File: config.mk
export PLATFORM = sky130hd
export DESIGN_NAME = output_arbiter_flat
export DESIGN_NICKNAME = d
export VERILOG_FILES = /design/src/rtl/output_arbiter_if.sv /design/src/rtl/output_arbiter.sv /design/src/flat_wrapper.sv
export SDC_FILE = /design/constraint.sdc
export NUM_CORES = 1
export LEC_CHECK = 0
export CAP_MARGIN = 30
export CORE_MARGIN = 2
export CORE_UTILIZATION = 31
export CTS_CLUSTER_DIAMETER = 30
export CTS_CLUSTER_SIZE = 12
export DETAILED_ROUTE_END_ITERATION = 8
export SLEW_MARGIN = 20
export SYNTH_ARGS = -nofsm -noshare
export SYNTH_HDL_FRONTEND = slang
export SYNTH_SLANG_ARGS = --single-unit
File: constraint.sdc
create_clock -name clk -period 13.1 [get_ports clk]
set_input_delay 1.965 -clock clk [delete_from_list [all_inputs] [get_ports clk]]
set_output_delay 1.965 -clock clk [all_outputs]
set_load 0.03 [all_outputs]
File: src/rtl/output_arbiter_if.sv
// Output-link bundle between an output_arbiter and its input FIFOs / downstream link.
// slave: arbiter side; master: FIFO/link (or bench) side.
interface output_arbiter_if #(
  parameter int DATA_SIZE = 32,
  parameter int ADDR_SIZE = 4,
  parameter int PORTS_NUM = 4
);
  localparam int N        = PORTS_NUM + 1;
  localparam int BUS_SIZE = DATA_SIZE + ADDR_SIZE + 1;

  logic [N-1:0]          req_i;
  logic [N*BUS_SIZE-1:0] data_i;
  logic                  out_full_i;
  logic [N-1:0]          rd_o;
  logic                  out_wr_o;
  logic [BUS_SIZE-1:0]   out_data_o;
  logic [N-1:0]          grant_o;
  logic                  err_o;

  modport slave (
    input  req_i, data_i, out_full_i,
    output rd_o, out_wr_o, out_data_o,
    output grant_o, err_o
  );

  modport master (
    output req_i, data_i, out_full_i,
    input  rd_o, out_wr_o, out_data_o,
    input  grant_o, err_o
  );
endinterface

File: src/rtl/output_arbiter.sv
// Packet-granular (wormhole) round-robin arbiter for one switch output link.
// Ports: clk, a_rst_n (async, active low), bus (output_arbiter_if.slave):
//   req_i/data_i/out_full_i in; rd_o (comb pop), out_wr_o/out_data_o/grant_o/err_o registered.
// Optional: define ARB_TIMEOUT_EN for a watchdog that drops a lock whose owner stops requesting.
module output_arbiter #(
  parameter int DATA_SIZE = 32,
  parameter int ADDR_SIZE = 4,
  parameter int PORTS_NUM = 4,
  parameter int TIMEOUT_W = 8
) (
  input logic              clk,
  input logic              a_rst_n,
  output_arbiter_if.slave  bus
);
  localparam int N        = PORTS_NUM + 1;
  localparam int BUS_SIZE = DATA_SIZE + ADDR_SIZE + 1;
  localparam int IW       = (N > 1) ? $clog2(N) : 1;

  typedef enum logic {IDLE, BUSY} state_t;

  state_t              state_q, state_d;
  logic [IW-1:0]       gidx_q, gidx_d;
  logic [IW-1:0]       last_q, last_d;
  logic [IW-1:0]       sel;
  logic [N-1:0]        grant_q, grant_d;
  logic                found;
  logic [BUS_SIZE-1:0] head;
  logic                xfer;
  logic                tail;
  logic                tmo;
  logic                wr_q;
  logic [BUS_SIZE-1:0] data_q;

  // Search starts just above the last winner and wraps,
  // so the previous owner has lowest priority.
  always_comb begin
    int k;
    k     = 0;
    sel   = '0;
    found = 1'b0;
    for (int i = 1; i <= N; i++) begin
      k = (int'(last_q) + i) % N;
      if (!found && bus.req_i[k]) begin
        found = 1'b1;
        sel   = IW'(k);
      end
    end
  end

  assign head = bus.data_i[gidx_q*BUS_SIZE +: BUS_SIZE];
  assign tail = head[ADDR_SIZE];
  assign xfer = (state_q == BUSY)
              && bus.req_i[gidx_q]
              && !bus.out_full_i;

  assign bus.rd_o = xfer ? (N'(1) << gidx_q) : '0;

`ifdef ARB_TIMEOUT_EN
  logic [TIMEOUT_W-1:0] cnt_q, cnt_d, cnt_inc;
  logic                 err_q;

  assign cnt_inc = cnt_q + 1'b1;

  // Counts only cycles where the owner has nothing to offer;
  // downstream stalls leave it untouched.
  always_comb begin
    cnt_d = cnt_q;
    tmo   = 1'b0;
    if (state_q != BUSY || xfer) begin
      cnt_d = '0;
    end else if (!bus.req_i[gidx_q]) begin
      tmo   = &cnt_inc;
      cnt_d = tmo ? '0 : cnt_inc;
    end
  end

  always_ff @(posedge clk or negedge a_rst_n) begin
    if (!a_rst_n) begin
      cnt_q <= '0;
      err_q <= 1'b0;
    end else begin
      cnt_q <= cnt_d;
      err_q <= tmo;
    end
  end

  assign bus.err_o = err_q;
`else
  // No watchdog: the lock is held until the tail flit.
  assign tmo       = 1'b0;
  assign bus.err_o = (TIMEOUT_W < 0);
`endif

  always_comb begin
    state_d = state_q;
    gidx_d  = gidx_q;
    last_d  = last_q;
    grant_d = grant_q;
    unique case (state_q)
      IDLE: begin
        if (found) begin
          state_d = BUSY;
          gidx_d  = sel;
          grant_d = N'(1) << sel;
        end
      end
      BUSY: begin
        if ((xfer && tail) || tmo) begin
          state_d = IDLE;
          last_d  = gidx_q;
          grant_d = '0;
        end
      end
    endcase
  end

  always_ff @(posedge clk or negedge a_rst_n) begin
    if (!a_rst_n) begin
      state_q <= IDLE;
      gidx_q  <= '0;
      last_q  <= IW'(PORTS_NUM);
      grant_q <= '0;
      wr_q    <= 1'b0;
      data_q  <= '0;
    end else begin
      state_q <= state_d;
      gidx_q  <= gidx_d;
      last_q  <= last_d;
      grant_q <= grant_d;
      wr_q    <= xfer;
      if (xfer) data_q <= head;
    end
  end

  assign bus.out_wr_o   = wr_q;
  assign bus.out_data_o = data_q;
  assign bus.grant_o    = grant_q;

endmodule

File: src/flat_wrapper.sv
// flat-port wrapper written by rule: the top's interface ports become plain ports
module output_arbiter_flat 
#(
  parameter int DATA_SIZE = 32,
  parameter int ADDR_SIZE = 4,
  parameter int PORTS_NUM = 4,
  parameter int TIMEOUT_W = 8
)
  (clk, a_rst_n, bus_req_i, bus_data_i, bus_out_full_i, bus_rd_o, bus_out_wr_o, bus_out_data_o, bus_grant_o, bus_err_o);
  output_arbiter_if #(.DATA_SIZE(DATA_SIZE), .ADDR_SIZE(ADDR_SIZE), .PORTS_NUM(PORTS_NUM)) bus_i ();
  input logic clk;
  input logic a_rst_n;
  input wire logic [$bits(bus_i.req_i)-1:0] bus_req_i;
  input wire logic [$bits(bus_i.data_i)-1:0] bus_data_i;
  input wire logic [$bits(bus_i.out_full_i)-1:0] bus_out_full_i;
  output wire logic [$bits(bus_i.rd_o)-1:0] bus_rd_o;
  output wire logic [$bits(bus_i.out_wr_o)-1:0] bus_out_wr_o;
  output wire logic [$bits(bus_i.out_data_o)-1:0] bus_out_data_o;
  output wire logic [$bits(bus_i.grant_o)-1:0] bus_grant_o;
  output wire logic [$bits(bus_i.err_o)-1:0] bus_err_o;
  assign bus_i.req_i = bus_req_i;
  assign bus_i.data_i = bus_data_i;
  assign bus_i.out_full_i = bus_out_full_i;
  assign bus_rd_o = bus_i.rd_o;
  assign bus_out_wr_o = bus_i.out_wr_o;
  assign bus_out_data_o = bus_i.out_data_o;
  assign bus_grant_o = bus_i.grant_o;
  assign bus_err_o = bus_i.err_o;
  output_arbiter #(.DATA_SIZE(DATA_SIZE), .ADDR_SIZE(ADDR_SIZE), .PORTS_NUM(PORTS_NUM), .TIMEOUT_W(TIMEOUT_W)) u_core (.clk(clk), .a_rst_n(a_rst_n), .bus(bus_i));
endmodule
==> flow_summary_export.csv, run 1 <==
group,metric,value,unit
clock_network,cts_setup_buffers,0,
clock_network,clockBufferDepth,2,
timing,hold_violations,0,
logic_synthesis,synthesis.area,5040,sq um
global_route,grt_pass1_wl,30.2,mm
clock_network,cts_max_level,2,
hold_path,hold_class,"register to register",
global_route,antenna_found_initial,3,
power_and_ir_drop,power_density,253,nW/um^2
floorplanning,initial_core_util,0.317,
logic_synthesis,synth-edff-count,0,
clock_network,cts_inserted_buffers,5,
timing,slew_violations,0,
power_and_ir_drop,ir_drop,0.186,mV
worst_setup_path,r2r_cells,16,
final_layout,drive_above_1_share,0.107,
final_layout,nNetsFinal,963,
worst_setup_path,cp-end-kind,"output pin",
global_route,overflow,0,
floorplanning,die_y,131,um
logic_synthesis,synth_cell_type_count,79,
logic_synthesis,synth_area_leader_cell,"dfrtp_1",
drt,drt-total-wl,19.6,mm
timing,setup_tns,0,ps
timing,setup_viol,0,
outcome,outcome,"finished clean",
drt,via_per_inst,5.42,
drt,drt-initial-drc-count,306,
logic_synthesis,syn-num-nets,753,
floorplanning,die_x,131,um
logic_synthesis,synthTopCellsByCount,"56 x nor2_1, 53 x a21oi_1, 49 x dfrtp_1",
power_and_ir_drop,p_leak,3.08,nW
worst_setup_path,r2r_slack,7320,ps
drt,post_drt_wl_per_cell,20.2,um
clock_network,cts-resized-gates,0,
final_layout,instances_no_fill,966,
logic_synthesis,yosysWarnings,0,
worst_setup_path,rr_startpoint,"u_core.last_q[0]",
timing,fin_crit_sh,0.510,
global_route,grt_use_total,0.220,
worst_setup_path,critPathLaunchType,"input port",
floorplanning,io_pins,242,
placement,numPortBuffers,240,
drt,drc,0,
clock_network,path_clk_slew,60,ps
placement,routabilityCongestion,0.888,
drt,vias,5232,
logic_synthesis,yosys-top-cells-area,"dfrtp_1 24%, mux4_2 17%, ha_1 5.7%, a22oi_1 5.7%, a21oi_1 5.3%",
clock_network,clock_latency,290,ps
global_route,grt_pass1_vias,5362,
global_route,grt_max_degree,78,
floorplanning,core_area,15900,sq um
worst_setup_path,cp_data_required_time,11140,ps
timing,max-slew-margin-rel,0.458,
clock_network,clock-root-buffer,"clkbuf_16",
clock_network,cts_tree,"built",
timing,tightest_slew,813,ps
worst_setup_path,arrival,4720,ps
final_layout,fillCellCount,1511,
placement,place_inst,956,
logic_synthesis,synthArstFlopShare,1.00,
logic_synthesis,syn_area_per_cell,9.38,sq um
floorplanning,rows,46,
hold_path,hold_path_end,"u_core.gidx_q[2]",
drt,firstDrtPassIters,6,
job,timing.max_cap.violations,0,
timing,max_freq,0.150,GHz
logic_synthesis,yosysTopAreaCellShare,0.243,
hold_path,holdCritStartpoint,"u_core.gidx_q[2]",
timing,skew,6.31,ps
logic_synthesis,syn_inst,537,
worst_setup_path,critical_path_peak_fanout,77,
logic_synthesis,yosys_register_bits,50,
hold_path,hold_depth,2,
logic_synthesis,synth-seq-area-share,0.249,
timing,layout_min_cycle_time,6680,ps
worst_setup_path,worstReg2RegEnd,"u_core.bus.grant_o[3]",
worst_setup_path,worst-setup-path-type,"input port to output pin",
placement,hpwlAfterDp,15.6,mm
clock_network,cts.sinks,50,
floorplanning,dieArea,17300,sq um
logic_synthesis,yosysMostFrequentCell,"nor2_1",
final_layout,synthToLayoutAreaGrowth,53.8,%
timing,rsz0062_at_grt,"no",
drt,postRouteAntennaNets,0,
clock_network,hold_buffers,0,
logic_synthesis,ys.flop_type,"dfrtp_1",
[power by group]
group	internal [mW]	total (mW)	switching (mW)
clock	0.0901	0.148	0.0583
sequential	0.230	0.281	0.0509
combinational	0.649	1.53	0.884
[flip-flops by register name, summed over array words and instances, names as in the netlist]
signal and flops:
u_core.state_q 1, u_core.gidx_q 3, u_core.bus.out_wr_o 1, u_core.last_q 3, u_core.bus.grant_o 5, u_core.bus.out_data_o 37
[worst max-delay path: stages]
cell	delay (ps)
clkdlybuf4s50_1	520
mux4_2	520
a22oi_1	410
nor3_2	70
buf_4	340
and2_1	270
clkdlybuf4s50_1	580
[area by class of cell]
type                            count  area [sq um]  area share
Tap cell                          216           270      0.0349
Inverter                           26          97.6      0.0126
Timing Repair Buffer              248          2460       0.317
Sequential cell                    50          1250       0.162
Clock buffer                        5           125      0.0162
Multi-Input combinational cell    416          3490       0.451
Antenna cell                        2          5.00    0.000646
Clock inverter                      3          45.0     0.00581
[kinds of logic after synthesis]
family | synth area share
AOI/OAI and AO/OA | 0.248
other | 0.000745
xor gates and xnor gates | 0.0224
muxes | 0.209
and+or+nand+nor | 0.152
DFF | 0.249
adders and majority gates | 0.0591
buffers and inverters | 0.0601
[how the worst max path moves through the flow]
| stage | start | endpoint | slack (ps) | depth (start not counted) |
|---|---|---|---|---|
| 2_1_floorplan | bus_req_i[1] | bus_rd_o[0] | 7750 | 4 |
| 3_3_place_gp | bus_req_i[3] | bus_rd_o[4] | 6460 | 7 |
| 3_5_place_dp | bus_req_i[3] | bus_rd_o[4] | 6450 | 7 |
| 4_1_cts | bus_req_i[3] | bus_rd_o[4] | 6440 | 7 |
| 5_1_grt | bus_req_i[3] | bus_rd_o[4] | 6320 | 7 |
| 6_report | bus_req_i[3] | bus_rd_o[4] | 6420 | 7 |
[stage by stage]
step | power (mW) | utilization | hold slack (ps) | instance area, sq um | setup slack [ps]
5_1_grt | 2.12 | 0.488 | 561 | 7750 | 6320
3_5_place_dp | 1.81 | 0.477 | 508 | 7570 | 6450
6_report | 1.96 | 0.488 | 518 | 7750 | 6420
3_3_place_gp | 1.79 | 0.477 | 509 | 7570 | 6460
2_1_floorplan | 1.37 | - | 472 | 5040 | 7750
4_1_cts | 1.97 | 0.487 | 521 | 7740 | 6440
[per-layer routing]
layer  GRT usage  up-vias  wire [um]
met4      0.0429        2        325
li1            -     2481          -
met2       0.385      200       9770
met1       0.273     2529       8090
met5           0        -         13
met3      0.0583       20       1360
[placed cells by master, fill, tap and decap left out, types with 13 or more instances in the layout]
master           synthesis  routed
dfrtp_1                 49      47
mux2i_1                 14      14
clkdlybuf4s50_1          0     239
nand2_1                 20      20
nor2_1                  56      56
a21oi_1                 53      53
inv_1                   24      24
a22oi_1                 38      38
o21ai_0                 13      13
mux4_2                  39      39
ha_1                    23      23
No activity file was read; power rests on OpenSTA's default activity.
==> inputs of run 2 (changes only) <==
Clock period 13.1 ns to 6.2 ns, I/O delays scaled along.
==> run 2 against run 1 <==
Register-to-register slack got worse by 6600 ps. Clock skew up 1.6 ps. Via count up 2.3%.
==> flow_summary_export.csv, run 2 (synthesis gave the netlist of run 1 again) <==
group,metric,value,unit
drt,postRouteAntennaNets,0,
drt,via_per_inst,5.54,
worst_setup_path,cp-end-kind,"register",
job,timing.max_cap.violations,0,
timing,setup_viol,0,
clock_network,cts_tree,"built",
final_layout,synthToLayoutAreaGrowth,53.9,%
global_route,grt_max_degree,77,
clock_network,cts_max_level,2,
timing,hold_slack,530,ps
power_and_ir_drop,comb_power_share,0.781,
power_and_ir_drop,power_density,536,nW/um^2
power_and_ir_drop,seqPwrFrac,0.143,
worst_setup_path,worst-setup-path-type,"register to register",
final_layout,largest_reg_flops,37,
worst_setup_path,arrival,5630,ps
timing,skew,7.86,ps
power_and_ir_drop,intPower,2.05,mW
clock_network,hold_buffers,0,
worst_setup_path,critical_path_peak_fanout,13,
hold_path,hold_class,"register to register",
power_and_ir_drop,switching_share,0.506,
hold_path,hold_depth,2,
power_and_ir_drop,design_power_total,4.15,mW
power_and_ir_drop,ir_drop,0.388,mV
drt,drt-total-wl,20.2,mm
hold_path,hold_path_end,"u_core.bus.out_data_o[33]",
final_layout,instances_no_fill,966,
worst_setup_path,critPathLaunchType,"register",
clock_network,path_clk_slew,70,ps
clock_network,cts.sinks,50,
global_route,grt_pass1_wl,31.9,mm
floorplanning,core_area,15900,sq um
drt,drc,0,
floorplanning,io_pins,242,
timing,tightest_slew,833,ps
power_and_ir_drop,p_switching,2.10,mW
final_layout,drive_above_1_share,0.108,
timing,max_freq,0.184,GHz
worst_setup_path,r2r_slack,770,ps
placement,hpwlAfterDp,15.8,mm
global_route,antenna_found_initial,1,
timing,rsz0062_at_grt,"no",
floorplanning,die_x,131,um
global_route,grt_use_total,0.230,
worst_setup_path,cp_data_required_time,6400,ps
worst_setup_path,r2r_cells,15,
worst_setup_path,worstReg2RegEnd,"u_core.bus.grant_o[3]",
worst_setup_path,rr_startpoint,"u_core.last_q[1]",
placement,place_inst,957,
placement,routabilityCongestion,0.893,
final_layout,layout_commonest_cell,"clkdlybuf4s50_1",
global_route,grt_pass1_vias,5497,
timing,fin_crit_sh,0.876,
clock_network,cts_inserted_buffers,5,
timing,max-slew-margin-rel,0.445,
timing,slew_violations,0,
power_and_ir_drop,p_leak,3.08,nW
global_route,overflow,0,
floorplanning,die_y,131,um
drt,firstDrtPassIters,5,
final_layout,final_util,0.488,
clock_network,clock_latency,290,ps
clock_network,clockBufferDepth,2,
floorplanning,rows,46,
clock_network,cts-resized-gates,0,
outcome,outcome,"finished clean",
timing,layout_min_cycle_time,5430,ps
floorplanning,initial_core_util,0.317,
hold_path,holdCritStartpoint,"u_core.bus.out_data_o[33]",
clock_network,cts_setup_buffers,0,
drt,drt-initial-drc-count,312,
floorplanning,dieArea,17300,sq um
drt,post_drt_wl_per_cell,20.9,um
clock_network,clock-root-buffer,"clkbuf_16",
timing,setup_tns,0,ps
timing,hold_violations,0,
drt,vias,5350,
final_layout,final_cell_mix,"239 x clkdlybuf4s50_1, 56 x nor2_1, 53 x a21oi_1",
final_layout,nNetsFinal,964,
placement,numPortBuffers,240,
power_and_ir_drop,p_clk_frac,0.076,
## run 2: cell count changes in the layout (fill, tap and decap cells not counted), sizes merged
cell / previous run / this run
buf: 9 / 10
diode: 2 / 1
## run 2: layout make-up
cell class	count	area, sq um
clock inverters	3	45.0
inverters	26	97.6
flip-flops and latches	50	1250
multi-input cells	416	3490
clock buffers	5	125
fillers	1519	8130
diodes	1	2.50
repair buffers	249	2460
well taps	216	270
## run 2: power by group through the flow
| stage | clock network [mW] | logic [mW] | registers, mW |
|---|---|---|---|
| 4_1_cts | 0.325 | 3.23 | 0.594 |
| 2_1_floorplan | 0 | 2.06 | 0.831 |
| 3_5_place_dp | 0 | 3.21 | 0.596 |
| 6_report | 0.317 | 3.24 | 0.594 |
| 3_3_place_gp | 0 | 3.14 | 0.589 |
| 5_1_grt | 0.341 | 3.52 | 0.617 |
## run 2: worst max-delay path by stage
stage | from | end | slack [ps] | depth (start not counted)
5_1_grt | u_core.last_q[1] | u_core.bus.grant_o[0] | 310 | 16
3_3_place_gp | u_core.last_q[1] | u_core.bus.grant_o[3] | 1160 | 15
6_report | u_core.last_q[1] | u_core.bus.grant_o[3] | 770 | 15
4_1_cts | u_core.last_q[1] | u_core.bus.grant_o[3] | 810 | 15
2_1_floorplan | u_core.last_q[0] | u_core.bus.grant_o[3] | 1600 | 17
3_5_place_dp | u_core.last_q[1] | u_core.bus.grant_o[3] | 890 | 15
## run 2: critical path, stage by stage, from the launching register on
cell	delay (ps)
dfrtp_1	530
ha_1	410
xnor2_1	560
inv_1	140
ha_1	270
nor4b_1	490
nor3_1	180
xnor2_1	370
ha_1	310
nand2b_1	90
or4b_2	610
a211oi_1	500
nor4b_2	160
nand3b_1	220
a32o_1	280
o31ai_2	200
## run 2: routing by layer
metal	vias up	track usage	wire, um
li1	2487	-	-
met1	2704	0.297	8680
met2	149	0.411	10400
met3	10	0.0467	1020
met4	0	0.0205	136
met5	-	0	0
## run 2: metrics by stage
step                area (sq um)  setup WS (ps)
floorplan                   5040           1600
global placement            7580           1160
detailed placement          7580            892
CTS                         7750            813
global route                7750            312
finish                      7750            768
